===== config.mk =====
export PLATFORM = sky130hd
export DESIGN_NAME = sat_counter
export DESIGN_NICKNAME = d
export VERILOG_FILES = /design/src/rtl/sat_counter.sv
export SDC_FILE = /design/constraint.sdc
export NUM_CORES = 1
export LEC_CHECK = 0
export CORE_MARGIN = 2
export CORE_UTILIZATION = 39
export CTS_CLUSTER_DIAMETER = 30
export DETAILED_ROUTE_END_ITERATION = 10
export PLACE_DENSITY = 0.69
export SYNTH_ARGS = -nofsm -noshare
export SYNTH_HDL_FRONTEND = slang
export SYNTH_SLANG_ARGS = --single-unit

===== constraint.sdc =====
create_clock -name clk -period 1.9 [get_ports clk]
set_input_delay 0.285 -clock clk [delete_from_list [all_inputs] [get_ports clk]]
set_output_delay 0.285 -clock clk [all_outputs]
set_load 0.005 [all_outputs]

===== src/rtl/sat_counter.sv =====
`default_nettype none
// ============================================================================
//  Module   : sat_counter
//  Purpose  : Up-counter that sticks at all-ones; clear beats increment.
//  Revision : 1.0  initial release
// ============================================================================
module sat_counter #(
  parameter int unsigned WIDTH = 32
) (
  input  logic             clk,
  input  logic             rst,
  input  logic             inc,
  input  logic             clr,
  output logic [WIDTH-1:0] count
);

  logic [WIDTH-1:0] count_q;

  always_ff @(posedge clk) begin
    if (rst || clr) begin
      count_q <= '0;
    end else if (inc && (count_q != {WIDTH{1'b1}})) begin
      count_q <= count_q + WIDTH'(1);
    end
  end

  assign count = count_q;

endmodule : sat_counter
`default_nettype wire


# ---- Word level (Yosys, flattened, before mapping)
# Index checks and enable logic that the tools add are counted.
dict set report totals {
  latchBits 0
  romBits 0
  ff_bits 32
  mem_bits_rw 0
  wordCells 5
  output_inout_bits 32
  input_bits 4
  n_memories 0
}
dict set report op_classes {
  magnitude_cmp 0
  n_shift 0
  bitwise_logic 0
  n_mul 0
  n_reduce_logical 2
  addsub 1
  div 0
  n_mux 0
  n_eq_ne 1
}
# operator count
set ops {}
lappend ops {{$add 32x1->32 const B} 1}
lappend ops {{$ne 32x32->1 const B} 1}
lappend ops {{$logic_and 1x1->1} 1}
lappend ops {{$logic_or 1x1->1} 1}

# ---- Depth between registers and ports, before layout
dict set report depth {
  depth_word 2
  depth_mapped 8
  mapped_depth_nobuf 6
}

# ---- Least setup slack after synthesis
# No wires, ideal clock.
dict set report synth_timing {
  path_kind {reg-to-reg}
  startpoint {register count_q[0], in the netlist count[0]}
  endpoint {register count_q[17], in the netlist count[17]}
  stages_incl_launch_ff 8
  path_buffers 1
  required_time_ns 1.832
  setup_ns 0.068
  setup_slack_ns -0.008
  arrival_time_ns 1.841
  synth_period_minus_slack_ns 1.908
  cell_sequence {dfxtp_1 -> ha_1 -> and3_2 -> nand2_1 -> o311ai_4 -> buf_6 -> or3_2 -> a21oi_2}
}
dict set report synth_via {
  elab_chain_len 2
  word_cells_on_any_way 3
  classes_between {add/sub (1); eq/ne (1); reduce/logical (1)}
}
# element line_no
set synth_rtl {}
lappend synth_rtl {{from (decl)} 17} ;# logic [WIDTH-1:0] count_q;
lappend synth_rtl {{from (signal assigned)} 23} ;# count_q <= count_q + WIDTH'(1);
lappend synth_rtl {{parallel branches: the longest is 2 deep, another holds $add 32x1->32} -}
# Several ways; the timed one is not identified.
# A chain may end at the register's enable or synchronous reset.

# ---- Worst setup path in the final report
dict set report layout_timing {
  startpoint {register count_q[15], in the netlist count[15]}
  endpoint {register count_q[23], in the netlist count[23]}
}
# The elaborated chain is that of the path after synthesis.

==> impl_metrics.env <==
export IMPL_netSwitchingFraction=0.2211
export IMPL_holdBufCountCts=0
export IMPL_drive_gt1_frac=0.3483
export IMPL_avgRoutedWirePerCell_um=14.45
export IMPL_status="complete, no violations"
export IMPL_cp_depth=7
export IMPL_syn_nets=194
export IMPL_vias_per_cell=5.536
export IMPL_clk_path_buf_depth=2
export IMPL_pwr_share_comb=0.042
export IMPL_crit_start="count[15]"
export IMPL_cts_tree="done"
export IMPL_fin_crit_ns=1.858
export IMPL_crit_chain="and4_4 > buf_4 > and2_1 > o311ai_4 > buf_6 > or3_2 > a21oi_2"
export IMPL_synthSimpleGateAreaFrac=0.3006
export IMPL_p_int_mw=1.020
export IMPL_core_area_um2=4086
export IMPL_synth_xor_area_frac=0.01042
export IMPL_regArea_um2=648.1
export IMPL_p_leak_nw=0.8290
export IMPL_synth_top_area_cell="dfxtp_1"
export IMPL_powerDensity_nw_per_um2=515.1
export IMPL_syn_area_um2=1682
export IMPL_antenna_found_initial=0
export IMPL_cts_root_buf="clkbuf_8"
export IMPL_drt_total_wl_um=4582
export IMPL_cp_slowest_cell="or3_2"
export IMPL_start_util=0.4115
export IMPL_worstMarginPinSlew_ns=0.7409
export IMPL_ant_nets=0
export IMPL_p_seq_frac=0.514
export IMPL_vias=1755
export IMPL_p_total_mw=1.310
export IMPL_die_area_um2=4853
export IMPL_place_inst=305
export IMPL_gr_total_overflow=0
export IMPL_finalHoldViolations=0
export IMPL_finalHoldWorstSlack_ns=0.4917
export IMPL_fin_cells=317
export IMPL_maxCapViolCount=0
export IMPL_drt_initial_drc_count=69
export IMPL_synth_compound_area_share=0.2470
export IMPL_r2r_end="count[23]"
export IMPL_antennaDiodeCount=0
export IMPL_arrival_ns=2.08
export IMPL_cp_end_kind="register"
export IMPL_worstPathRequired_ns=2.12
export IMPL_cts_htree_levels=2
export IMPL_grt_max_degree=33
export IMPL_dr_pass1_iters=4
export IMPL_fin_skew_ns=0.003709
export IMPL_port_buffers=35
export IMPL_hpwl_um=3014
export IMPL_synth_mux_area_frac=0.005952
export IMPL_critPathBufInv=2
export IMPL_area_growth_pct=51.26
export IMPL_synth_top_family_by_area="simple AND/OR/NAND/NOR gates"
export IMPL_r2r_slack_ns=0.04
export IMPL_fillCellCount=373
export IMPL_yosysSeqAreaShare=0.3810
export IMPL_critPathKind="reg2reg"
export IMPL_die_x_um=69.67
export IMPL_ios=36
export IMPL_synth_area_leaders="dfxtp_1, a21oi_1, or3_1"
export IMPL_place_congestion=0.8363
export IMPL_multi_input_area_um2=1003
export IMPL_grt_pass1_wl_um=7162
export IMPL_slowest_delay_ns=0.42
export IMPL_cp_start_kind="register"
export IMPL_fin_util=0.6225
export IMPL_grt_usage=0.1822
export IMPL_ir_drop_mv=0.4036
export IMPL_timing_rr_start="count[15]"
export IMPL_cts_inserted_buffers=5
export IMPL_p_clk_frac=0.444
export IMPL_power_net_switching_mw=0.2897
export IMPL_synth_distinct_cells=36
export IMPL_clk_latency_ns=0.29
export IMPL_timing_fmax_ghz=0.5382
export IMPL_ys_warn_count=0
export IMPL_fin_crit_sh=0.9780
export IMPL_clkTransAtPathRegs_ns=0.07
export IMPL_critPathCapture="count[23]"
export IMPL_slew_headroom=0.5061
export IMPL_synthCells=189
export IMPL_ff2ff_path_depth=7
export IMPL_cts_sinks=32
export IMPL_drcViolationCount=0
export IMPL_nets=272
export IMPL_ys_ff_latch=32
export IMPL_final_setup_viol_count=0
export IMPL_min_path_type="reg2reg"
export IMPL_synthesis_area_per_instance_um2=8.897
export IMPL_yosysTopAreaCellShare=0.3810
export IMPL_chipHeight_um=69.67
export IMPL_num_rows=23
export IMPL_critical_path_top_delay_family="simple AND/OR/NAND/NOR gates"
export IMPL_critPathMaxFanout=10
export IMPL_synthAdderAreaFrac=0.007440
export IMPL_largest_reg_flops=32
export IMPL_grt_pass1_vias=1562
export IMPL_maxSlewViolCount=0
==> logic make-up (layout without fill, tap and decap cells) <==
kind of cell | Yosys count | count (layout)
compound gates | 61 | 61
xor+xnor | 2 | 2
fa+ha+maj | 1 | 1
buf+inv | 12 | 90
flops | 32 | 32
mux | 1 | 1
simple gates | 80 | 80
==> per-layer routing <==
metal,vias to the layer above,global-route usage,routed length (µm)
li1,885,-,-
met1,831,0.2247,2072
met2,31,0.3045,2263
met3,8,0.03488,156
met4,0,0.08761,89
met5,-,0,0
==> tightest hold or removal path: cells and delay by family, from the launching register on <==
family | cells | cell delay (ns)
AO/OA/AOI/OAI | 2 | 0.13
flip-flops | 1 | 0.33
==> metrics by stage <==
stage | setup slack [ns] | instance area (µm²) | setup TNS (ns)
6_report | 0.04179 | 2544 | 0
2_1_floorplan | -0.008353 | 1682 | -0.01667
3_5_place_dp | -0.04781 | 2335 | -0.1212
4_1_cts | 0.007102 | 2446 | 0
5_1_grt | -0.03243 | 2544 | -0.1226
3_3_place_gp | 0.003754 | 2335 | 0
==> cell usage after synthesis (all sizes together) <==
cell and instances:
nand2 14, nand4 9, or4 10, clkbuf 3, or3 19, and3 3
nand3 11, nor2 4, o311ai 2, inv 4, xnor2 1, o21ai 19
dfxtp 32, and4 7, xor2 1, ha 1, or2 2, buf 4
mux2i 1, and2 1, dlygate4sd1 1, o31ai 11, a21oi 29
==> how the worst min path moves through the flow <==
| stage | start | end | slack, ns | cells past startpoint |
|---|---|---|---|---|
| after floorplan | inc | count[16] | 0.45 | 2 |
| after global placement | count[30] | count[30] | 0.48 | 2 |
| after detailed placement | count[30] | count[30] | 0.49 | 2 |
| after CTS | count[30] | count[30] | 0.50 | 2 |
| after global routing | count[15] | count[15] | 0.52 | 2 |
| final | count[15] | count[15] | 0.49 | 2 |
==> placed cells by master (no fill, tap or decap), drive strengths merged <==
cell,instances
clkbuf,8
xnor2,1
and3,3
o21ai,19
nand4,9
o31ai,11
nor2,4
o311ai,2
xor2,1
and2,1
and4,7
or4,10
nand3,11
clkdlybuf4s50,35
dfxtp,32
ha,1
nand2,14
or2,2
or3,19
buf,43
a21oi,29
inv,4
mux2i,1
==> area by class of cell <==
cell class / instances / area share
Multi-Input combinational cell: 145 / 0.3945
Sequential cell: 32 / 0.2548
Timing Repair Buffer: 79 / 0.2823
Tap cell: 50 / 0.02459
Clock buffer: 7 / 0.03788
Inverter: 4 / 0.005903
==> timing repair <==
item,in CTS,in global routing
setup endpoints to repair,8,16
pin swaps,1,5
setup buffers,2,2
endpoints found under the hold margin,0,0
cloned,0,1
resized for setup,0,21
==> power groups by stage <==
stage | combinational [mW] | sequential (mW) | clock, mW
after global placement | 0.0480 | 0.688 | 0
after CTS | 0.0488 | 0.673 | 0.589
after floorplan | 0.0264 | 0.689 | 0
after global routing | 0.0599 | 0.673 | 0.614
after detailed placement | 0.0485 | 0.688 | 0
final | 0.0557 | 0.673 | 0.581
Note: power is estimated with default switching activity, not from simulation.
